File: src/rtl/uart_pkg.sv
// rtl/uart_pkg.sv - shared types and constants for the buffered UART transmitter
package uart_pkg;

    typedef enum logic [1:0] {
        IDLE  = 2'd0,
        START = 2'd1,
        DATA  = 2'd2,
        STOP  = 2'd3
    } uart_state_e;

    // start + 8 data + stop
    localparam int FRAME_BITS           = 10;
    // 50 MHz / 115200 baud
    localparam int DEFAULT_CLKS_PER_BIT = 434;
    localparam int DEFAULT_FIFO_DEPTH   = 16;
    localparam int DEFAULT_DATA_WIDTH   = 8;

endpackage

File: src/rtl/uart_fifo_if.sv
// rtl/uart_fifo_if.sv - bus-side push port and serial/status outputs of the UART transmitter
interface uart_fifo_if
    import uart_pkg::*;
#(
    parameter int DATA_WIDTH = DEFAULT_DATA_WIDTH
) ();
    logic [DATA_WIDTH-1:0] tx_byte;       // byte to enqueue, sampled when transmit=1
    logic                  transmit;      // push strobe, one byte per cycle while high
    logic                  tx;            // serial line, idle high
    logic                  busy;          // FIFO non-empty or frame in progress
    logic                  tx_fifo_full;  // FIFO holds FIFO_DEPTH entries

    modport master (
        output tx_byte,
        output transmit,
        input  tx,
        input  busy,
        input  tx_fifo_full
    );

    modport slave (
        input  tx_byte,
        input  transmit,
        output tx,
        output busy,
        output tx_fifo_full
    );
endinterface

File: src/rtl/uart_sync_fifo.sv
// rtl/uart_sync_fifo.sv - single-clock show-ahead FIFO buffering transmit bytes
// Ports: clk, rst (sync active-high); push/din write side; pop/dout read side
// (dout = head entry while !empty); full/empty derived from the registered count.
module uart_sync_fifo
    import uart_pkg::*;
#(
    parameter int DEPTH = DEFAULT_FIFO_DEPTH,
    parameter int WIDTH = DEFAULT_DATA_WIDTH
) (
    input  logic             clk,
    input  logic             rst,
    input  logic             push,
    input  logic             pop,
    input  logic [WIDTH-1:0] din,
    output logic [WIDTH-1:0] dout,
    output logic             full,
    output logic             empty
);
    localparam int AW = $clog2(DEPTH);
    localparam logic [AW:0] COUNT_FULL = (AW + 1)'(DEPTH);

    logic [WIDTH-1:0] mem [DEPTH];
    logic [AW-1:0]    wr_ptr;
    logic [AW-1:0]    rd_ptr;
    logic [AW:0]      count;
    logic             do_push;
    logic             do_pop;

    // Acceptance uses the pre-edge flags, so a pop on a full FIFO does not
    // make room for a same-edge push.
    assign do_push = push && !full;
    assign do_pop  = pop && !empty;

    assign full  = (count == COUNT_FULL);
    assign empty = (count == '0);
    assign dout  = mem[rd_ptr];

    always_ff @(posedge clk) begin
        if (rst) begin
            wr_ptr <= '0;
            rd_ptr <= '0;
            count  <= '0;
        end else begin
            // Pointers wrap naturally because DEPTH is a power of two.
            if (do_push) begin
                wr_ptr <= wr_ptr + 1'b1;
            end
            if (do_pop) begin
                rd_ptr <= rd_ptr + 1'b1;
            end
            if (do_push && !do_pop) begin
                count <= count + 1'b1;
            end else if (do_pop && !do_push) begin
                count <= count - 1'b1;
            end
        end
    end

    // Storage needs no reset; contents are only visible once count says so.
    always_ff @(posedge clk) begin
        if (do_push) begin
            mem[wr_ptr] <= din;
        end
    end

endmodule

File: src/rtl/uart_fifo.sv
// rtl/uart_fifo.sv - buffered 8N1 UART transmitter: FIFO plus serial engine
// Ports: clk, rst (sync active-high); bus (uart_fifo_if.slave) carries
// tx_byte/transmit in and tx/busy/tx_fifo_full out.
module uart_fifo
    import uart_pkg::*;
#(
    parameter int CLKS_PER_BIT = DEFAULT_CLKS_PER_BIT,
    parameter int FIFO_DEPTH   = DEFAULT_FIFO_DEPTH,
    parameter int DATA_WIDTH   = DEFAULT_DATA_WIDTH
) (
    input  logic        clk,
    input  logic        rst,
    uart_fifo_if.slave  bus
);
    localparam int CW = $clog2(CLKS_PER_BIT);
    localparam int BW = $clog2(DATA_WIDTH);
    localparam logic [CW-1:0] BAUD_LAST = CW'(CLKS_PER_BIT - 1);
    localparam logic [BW-1:0] BIT_LAST  = BW'(DATA_WIDTH - 1);

    uart_state_e           state_q, state_d;
    logic [CW-1:0]         baud_q, baud_d;
    logic [BW-1:0]         bit_q, bit_d;
    logic [DATA_WIDTH-1:0] shift_q, shift_d;
    logic                  tx_q, tx_d;

    logic                  fifo_pop;
    logic [DATA_WIDTH-1:0] fifo_dout;
    logic                  fifo_full;
    logic                  fifo_empty;

    uart_sync_fifo #(
        .DEPTH (FIFO_DEPTH),
        .WIDTH (DATA_WIDTH)
    ) u_fifo (
        .clk   (clk),
        .rst   (rst),
        .push  (bus.transmit),
        .pop   (fifo_pop),
        .din   (bus.tx_byte),
        .dout  (fifo_dout),
        .full  (fifo_full),
        .empty (fifo_empty)
    );

    always_ff @(posedge clk) begin
        if (rst) begin
            state_q <= IDLE;
            baud_q  <= '0;
            bit_q   <= '0;
            shift_q <= '0;
            tx_q    <= 1'b1;
        end else begin
            state_q <= state_d;
            baud_q  <= baud_d;
            bit_q   <= bit_d;
            shift_q <= shift_d;
            tx_q    <= tx_d;
        end
    end

    // tx_d is the level the line takes after the edge, so every bit
    // boundary lands exactly on a baud counter wrap and tx stays a flop.
    always_comb begin
        state_d  = state_q;
        baud_d   = baud_q;
        bit_d    = bit_q;
        shift_d  = shift_q;
        tx_d     = tx_q;
        fifo_pop = 1'b0;

        case (state_q)
            IDLE: begin
                baud_d = '0;
                tx_d   = 1'b1;
                if (!fifo_empty) begin
                    shift_d  = fifo_dout;
                    fifo_pop = 1'b1;
                    tx_d     = 1'b0;
                    state_d  = START;
                end
            end

            START: begin
                if (baud_q == BAUD_LAST) begin
                    baud_d  = '0;
                    bit_d   = '0;
                    tx_d    = shift_q[0];
                    shift_d = shift_q >> 1;
                    state_d = DATA;
                end else begin
                    baud_d = baud_q + 1'b1;
                end
            end

            DATA: begin
                if (baud_q == BAUD_LAST) begin
                    baud_d = '0;
                    if (bit_q == BIT_LAST) begin
                        tx_d    = 1'b1;
                        state_d = STOP;
                    end else begin
                        bit_d   = bit_q + 1'b1;
                        tx_d    = shift_q[0];
                        shift_d = shift_q >> 1;
                    end
                end else begin
                    baud_d = baud_q + 1'b1;
                end
            end

            STOP: begin
                if (baud_q == BAUD_LAST) begin
                    baud_d  = '0;
                    state_d = IDLE;
                end else begin
                    baud_d = baud_q + 1'b1;
                end
            end

            default: begin
                state_d = IDLE;
                tx_d    = 1'b1;
            end
        endcase
    end

    assign bus.tx           = tx_q;
    assign bus.busy         = (state_q != IDLE) || !fifo_empty;
    assign bus.tx_fifo_full = fifo_full;

endmodule

File: src/flat_wrapper.sv
// flat-port wrapper written by rule: the top's interface ports become plain ports
module uart_fifo_flat import uart_pkg::*;
#(
    parameter int CLKS_PER_BIT = DEFAULT_CLKS_PER_BIT,
    parameter int FIFO_DEPTH   = DEFAULT_FIFO_DEPTH,
    parameter int DATA_WIDTH   = DEFAULT_DATA_WIDTH
)
  (clk, rst, bus_tx_byte, bus_transmit, bus_tx, bus_busy, bus_tx_fifo_full);
  uart_fifo_if #(.DATA_WIDTH(DATA_WIDTH)) bus_i ();
  input  logic clk;
  input  logic rst;
  input wire logic [$bits(bus_i.tx_byte)-1:0] bus_tx_byte;
  input wire logic [$bits(bus_i.transmit)-1:0] bus_transmit;
  output wire logic [$bits(bus_i.tx)-1:0] bus_tx;
  output wire logic [$bits(bus_i.busy)-1:0] bus_busy;
  output wire logic [$bits(bus_i.tx_fifo_full)-1:0] bus_tx_fifo_full;
  assign bus_i.tx_byte = bus_tx_byte;
  assign bus_i.transmit = bus_transmit;
  assign bus_tx = bus_i.tx;
  assign bus_busy = bus_i.busy;
  assign bus_tx_fifo_full = bus_i.tx_fifo_full;
  uart_fifo #(.CLKS_PER_BIT(CLKS_PER_BIT), .FIFO_DEPTH(FIFO_DEPTH), .DATA_WIDTH(DATA_WIDTH)) u_core (.clk(clk), .rst(rst), .bus(bus_i));
endmodule
File: config.mk
export PLATFORM = sky130hd
export DESIGN_NAME = uart_fifo_flat
export DESIGN_NICKNAME = d
export VERILOG_FILES = /design/src/rtl/uart_pkg.sv /design/src/rtl/uart_fifo_if.sv /design/src/rtl/uart_sync_fifo.sv /design/src/rtl/uart_fifo.sv /design/src/flat_wrapper.sv
export SDC_FILE = /design/constraint.sdc
export NUM_CORES = 1
export LEC_CHECK = 0
export ABC_AREA = 0
export CORE_MARGIN = 2
export CORE_UTILIZATION = 36
export DETAILED_ROUTE_END_ITERATION = 12
export PLACE_DENSITY = 0.56
export SLEW_MARGIN = 20
export SYNTH_ARGS = -nofsm -noshare
export SYNTH_HDL_FRONTEND = slang
export SYNTH_SLANG_ARGS = --single-unit
File: constraint.sdc
create_clock -name clk -period 2.6 [get_ports clk]
set_input_delay 0.52 -clock clk [delete_from_list [all_inputs] [get_ports clk]]
set_output_delay 0.52 -clock clk [all_outputs]
set_load 0.1 [all_outputs]
==> metrics, run 1 <==
status complete, no violations; Multi-input gate area ~0.0022 mm²; static leakage ~2.8 nW; Post-Syn Area a little under 0.007 mm²; critical path's slowest cell dfxtp_4; Power Dens Cells around 1000 mW/mm²; reg2reg start u_core.u_fifo.count[3]; Final Hold Slack around 0.47 ns; Clock Latency Late Sink roughly 0.42 ns; post-detailed-route count of antenna-violating nets 0; Highest Clock Rate between 0.4 and 0.5 GHz; ant diodes 0; max cap viols 0; Rel. slew slack 52.8%; Die Ht between 100 and 150 µm; Setup Skew 0.00930 ns; worst endpoint required time roughly 2.9 ns; Worst Path Max Fanout 3; width of the die around 140 µm; CP Launch Type register; synth unique cells 47; sequential fraction of the synthesis area between 60 and 70%; Avg WL per Cell 18.6 µm; via count of the first global-routing pass between 3,000 and 4,000; synthesis-to-layout area growth 19.2%; post-layout net count 546; Post-Syn Area per Cell between 10 and 15 µm²; Final min period 2.47 ns; CP Class register to register; CTS tree done; Final Slew Violations 0; Post-Route WL 14.6 mm; routed vias/inst 4.94; largest net degree at the start of global routing 19; Storage cell area between 0.004 and 0.005 mm²; root buffer cell clkbuf_16; number of synthesized flops with an enable pin around 130; CORE AREA ~0.019 mm²; placed cell areas about 0.0076 mm²; dpl cells 754; RSZ-0062 raised after global routing no; Vias 3,894; FP Rows 50; Synth Net Count 497; Worst Hold Class register to register; CTS H-tree lvls 4; CP Capture Type register; first-pass GRT wire length around 22 mm; Critical Path Most Common Cell ha_4; initial antenna violation count 0; Core Util, Final 44.0%; drt pass-1 iters 4; actual slew at the worst max-slew pin 0.706 ns; DRC 0; DRT iter0 DRCs around 250; DIE AREA about 0.020 mm²; share of layout cells above drive strength 1 a little over a fifth; Synth Register Bits 168; Final setup viols 0; Largest stage delay, worst path about 0.36 ns; Hold Fails Final Rpt 0; Synth Instances ~470; num ports 14; gr usage total 15.0%; hold path start u_core.shift_q[0]; crit share post-route between 90% and 100%; GRT overflow 0; synth warn 0; DP HPWL between 9 and 10 mm; Critical Path Source u_core.u_fifo.count[3]; non-filler cells, final approximately 790; final instance area roughly 0.0083 mm²; Most used DFF post-synth edfxtp_1; Clock Tree Buf Depth 2; Async SR Flop Fraction 0%; GP Congestion between 0.8 and 0.9; clock buffer count from CTS 17; Arrival @ worst endpoint between 2 and 3 ns; clk sinks roughly 170; Fillers ~1,700; clock-pin slew on the worst setup and hold paths approximately 0.070 ns; crit-path cells nor4_4 -> buf_4 -> and2_4 -> nor2b_2 -> ha_4 -> inv_2 -> ha_4 -> nor2b_1 -> o21a_1 -> or3_4 -> a21oi_2 -> xnor2_1 -> nor2_1; IO Port Bufs 13; maximum VDD drop ~0.00059 V; Initial Utilization a little under two fifths
stage by stage:
step | setup slack, ns | TNS (ns) | total power [mW]
after detailed placement | -0.224 | -0.230 | 5.74
after floorplan | -0.101 | -0.101 | 5.02
after global placement | -0.136 | -0.136 | 5.69
after global routing | 0.0109 | 0 | 8.82
after CTS | 0.0126 | 0 | 8.36
final | 0.130 | 0 | 8.41
cells by family after synthesis:
family                     after synthesis  synth area share, %
AOI/OAI and AO/OA                       62                 5.97
xor gates and xnor gates                17                 2.14
adders and majority gates               20                 3.71
buffers and inverters                   37                 2.68
DFF                                    168                 66.8
muxes                                   48                 11.1
and+or+nand+nor                        114                 7.56
flip-flops by register name, indices dropped and copies added (netlist names), named ones only:
name,count
u_core.u_fifo.mem,128
u_core.baud_q,9
u_core.shift_q,8
u_core.u_fifo.count,5
u_core.u_fifo.rd_ptr,4
u_core.u_fifo.wr_ptr,4
u_core.bit_q,3
u_core.state_q,2
u_core.bus.tx,1
layout make-up:
| cell class | instances | share of cell area, % |
|---|---|---|
| Sequential cell | 168 | 56.1 |
| Multi-Input combinational cell | 261 | 26.6 |
| Timing Repair Buffer | 53 | 5.40 |
| Clock buffer | 18 | 5.18 |
| Tap cell | 260 | 3.93 |
| Clock inverter | 14 | 2.19 |
| Inverter | 14 | 0.634 |
routing by layer:
metal / vias up / part of all wire, % / track usage [%]
li1: 1859 / - / -
met1: 1963 / 47 / 20.7
met2: 62 / 48 / 23.9
met3: 10 / 3.9 / 4.06
met4: 0 / 0.78 / 3.23
met5: - / 0 / 0
path summary, 6_finish.rpt:
kind | end | slack [ns] | cells past startpoint
hold / removal | u_core.shift_q[0] | 0.47 | 2
setup / recovery | u_core.u_fifo.count[4] | 0.13 | 13
hold reg to reg | u_core.shift_q[0] | 0.47 | 2
setup reg to reg | u_core.u_fifo.count[4] | 0.13 | 13
power by group:
group          internal (mW)  total [mW]  switching, mW
sequential              3.08        3.22          0.144
clock                   1.54        2.61           1.07
combinational           1.18        2.58           1.39
worst max-delay path, delay by kind of cell (launching register included):
kind,cells,cell delay [ns]
buf+inv,2,0.22
compound gates,2,0.32
flops,1,0.36
fa+ha+maj,2,0.36
xor+xnor,1,0.12
simple gates,6,0.97
cell usage in the layout (no fill, tap or decap), drive strengths merged, types with 9 or more instances in the layout:
cell,netlist,final
edfxtp,128,128
nor2,54,54
buf,7,43
dfxtp,40,40
mux2i,26,26
mux4,22,22
inv,13,22
nand2,20,20
a21oi,19,19
ha,19,19
clkbuf,16,18
o21ai,12,12
a221oi,11,11
clkdlybuf4s50,0,10
xor2,9,9
Yosys cell counts, types with 2 or more instances:
master / number / area (µm²)
o211ai_1: 3 / 22.5
nor3_1: 7 / 35.0
nand3_1: 6 / 30.0
xor2_1: 9 / 78.8
nand2_1: 20 / 75.1
mux4_2: 17 / 383
edfxtp_1: 128 / 3840
a22oi_1: 4 / 30.0
nor2_1: 54 / 203
a31oi_1: 3 / 18.8
a221oi_1: 11 / 96.3
ha_1: 19 / 238
buf_4: 2 / 15.0
and2_1: 4 / 25.0
a31o_2: 3 / 26.3
o21ai_0: 12 / 60.1
o2111a_1: 2 / 22.5
nor2b_1: 8 / 50.1
inv_1: 13 / 48.8
or3_1: 3 / 18.8
mux4_1: 5 / 131
mux2i_1: 26 / 260
nand4_1: 3 / 18.8
a21oi_1: 19 / 95.1
xnor2_1: 8 / 70.1
dfxtp_1: 40 / 801
clkbuf_1: 15 / 56.3
nand2b_1: 3 / 18.8
repair_timing:
action,CTS,global route
gates resized for setup,1,11
pin swaps,0,3
endpoints found under the setup margin,1,1
hold buffers,0,0
setup buffers,0,2
No activity file was read; power rests on OpenSTA's default activity.
==> run 2: changes to the inputs <==
--- a/config.mk
+++ b/config.mk
@@ -9,6 +9,7 @@
 export CORE_MARGIN = 2
 export CORE_UTILIZATION = 36
 export DETAILED_ROUTE_END_ITERATION = 12
+export HOLD_SLACK_MARGIN = 0.1
 export PLACE_DENSITY = 0.56
 export SLEW_MARGIN = 20
 export SYNTH_ARGS = -nofsm -noshare
==> results of run 2 <==
The final DEF is identical to that of run 1; final timing and power are the same.
==> run 3: changes to the inputs <==
--- a/config.mk
+++ b/config.mk
@@ -10,7 +10,7 @@
 export CORE_UTILIZATION = 36
 export DETAILED_ROUTE_END_ITERATION = 12
 export HOLD_SLACK_MARGIN = 0.1
-export PLACE_DENSITY = 0.56
+export PLACE_DENSITY = 0.65
 export SLEW_MARGIN = 20
 export SYNTH_ARGS = -nofsm -noshare
 export SYNTH_HDL_FRONTEND = slang
==> run 3 against run 2 <==
Via count increased by 1.7%. Combinational power decreased by 2%. Cell area decreased by 1.5%. Power decreased by 4.1%. Global-route usage decreased by 0.30 points. Critical path depth unchanged. First-iteration DRC count increased by 37%. Critical path type unchanged. Largest cell class unchanged. Highest routed layer unchanged.
==> metrics, run 3 (synthesis results as in run 1) <==
non-filler cells, final between 700 and 800; maximum VDD drop between 0.0005 and 0.0006 V; placed cell areas 0.00757 mm²; CTS H-tree lvls 4; synthesis-to-layout area growth 17.4%; max cap viols 0; crit share post-route ~95%; most frequent cells in the layout edfxtp_1 (128), nor2_1 (54), dfxtp_1 (37), buf_4 (35), mux2i_1 (26); Fillers around 1,700; Final setup viols 0; CP Capture Type register; clock buffer count from CTS 17; max reg flops around 130; Reg power frac about two fifths; Post-CTS Hold Fix Bufs 0; R2R depth 13; Post-CTS Setup Inserts 0; Avg WL per Cell ~18 µm; CP Class register to register; wl on met1 6.37 mm; Worst Hold Class register to register; crit-path cells nor4_4 -> nor2b_4 -> nor2b_1 -> inv_2 -> ha_4 -> inv_2 -> ha_4 -> nor2b_2 -> o21a_1 -> or3_1 -> a21oi_2 -> xnor2_1 -> nor2_1; drt pass-1 iters 4; Clock Tree Buf Depth 2; DRC 0; hold-critical path depth 2; DP HPWL 9.44 mm; switching share of power ~32%; Die Ht approximately 140 µm; DRT iter0 DRCs between 300 and 400; width of the die around 140 µm; Sum Neg Setup Slack 0 ns; Power Dens Cells 988 mW/mm²; critical path depth 13; num ports 14; r2r setup slk 0.12 ns; DIE AREA 0.0204 mm²; gr usage total ~15%; GRT overflow 0; final instance area around 0.008 mm²; largest net degree at the start of global routing 29; met3 WL between 700 and 800 µm; Clock Power Share 28.8%; root buffer cell clkbuf_16; dpl cells 750; IO Port Bufs 13; Final min period 2.48 ns; Overall Power roughly 8.1 mW; CTS tree done; status complete, no violations; most common cell after layout, fill and taps aside edfxtp_1; clk sinks between 150 and 200; Arrival @ worst endpoint about 2.8 ns; Setup Skew between 0.015 and 0.02 ns; initial antenna violation count 0; metal2 WL ~6.7 mm; actual slew at the worst max-slew pin 0.750 ns; Comb power frac a little under a third; Core Util, Final around 43%; static leakage about 2.8 nW; P_int approximately 5.5 mW; ant diodes 0; FP Rows 50; worst endpoint required time between 2 and 3 ns; Post-Route WL about 14 mm; biggest regs u_core.u_fifo.mem (128), u_core.baud_q (9), u_core.shift_q (8); clock-pin slew on the worst setup and hold paths approximately 0.070 ns; routed vias/inst around 5.1; sw power between 2 and 3 mW; most flop-heavy register u_core.u_fifo.mem; first-pass GRT wire length between 20 and 25 mm; critical path's slowest cell dfxtp_4; share of layout cells above drive strength 1 between 10% and 20%; CP Launch Type register; Rel. slew slack approximately 50%; Initial Utilization between 30% and 40%; uppermost layer routed met4; via count of the first global-routing pass about 3,900; Clock Latency Late Sink between 0.4 and 0.5 ns; post-detailed-route count of antenna-violating nets 0; delay-heaviest family, CP simple AND/OR/NAND/NOR gates; Largest stage delay, worst path 0.37 ns; GP Congestion roughly 0.83; Worst Path Max Fanout 3; CORE AREA about 0.019 mm²; Buf+Inv Stages, Crit Path 2; post-layout net count 540; Vias 3,959; Highest Clock Rate just over 0.4 GHz; Final Slew Violations 0; Hold Fails Final Rpt 0
## run 3: what timing repair did
item | CTS | global route
gates resized for setup | 0 | 10
setup endpoints to repair | 0 | 1
hold endpoints to repair | 0 | 0
## run 3: final timing paths
check,start,endpoint
setup / recovery,u_core.u_fifo.count[3],u_core.u_fifo.count[4]
hold / removal,u_core.shift_q[0],u_core.shift_q[0]
setup reg to reg,u_core.u_fifo.count[3],u_core.u_fifo.count[4]
hold reg to reg,u_core.shift_q[0],u_core.shift_q[0]
## run 3: through the flow
step                      setup WS, ns  hold WS [ns]
after floorplan                 -0.101         0.437
after global placement          -0.139         0.456
after detailed placement        -0.195         0.456
after CTS                       0.0146         0.467
after global routing           -0.0194         0.492
final                            0.118         0.471
## run 3: power by group through the flow
stage	Combinational, mW	Clock (mW)	Sequential, mW
3_3_place_gp	2.38	0	3.24
3_5_place_dp	2.45	0	3.25
6_report	2.53	2.32	3.22
2_1_floorplan	1.76	0	3.26
5_1_grt	2.76	2.50	3.23
4_1_cts	2.47	2.37	3.20
## run 3: worst min-delay path: stages (launching register included)
cell and delay [ns]:
dfxtp_1 0.32, nand2_1 0.05, a21oi_1 0.05
## run 3: metal layers
| layer | GRT usage [%] | vias up |
|---|---|---|
| met1 | 19.6 | 1975 |
| li1 | - | 1847 |
| met4 | 4.79 | 0 |
| met2 | 23.2 | 113 |
| met5 | 0 | - |
| met3 | 4.33 | 24 |
## run 3: cell type report
cell class	count	area [µm²]	area share [%]
Clock buffer	17	425	5.21
Clock inverter	14	114	1.39
Inverter	14	52.6	0.644
Multi-Input combinational cell	261	2190	26.9
Sequential cell	168	4650	57.0
Tap cell	260	325	3.98
Timing Repair Buffer	47	403	4.93
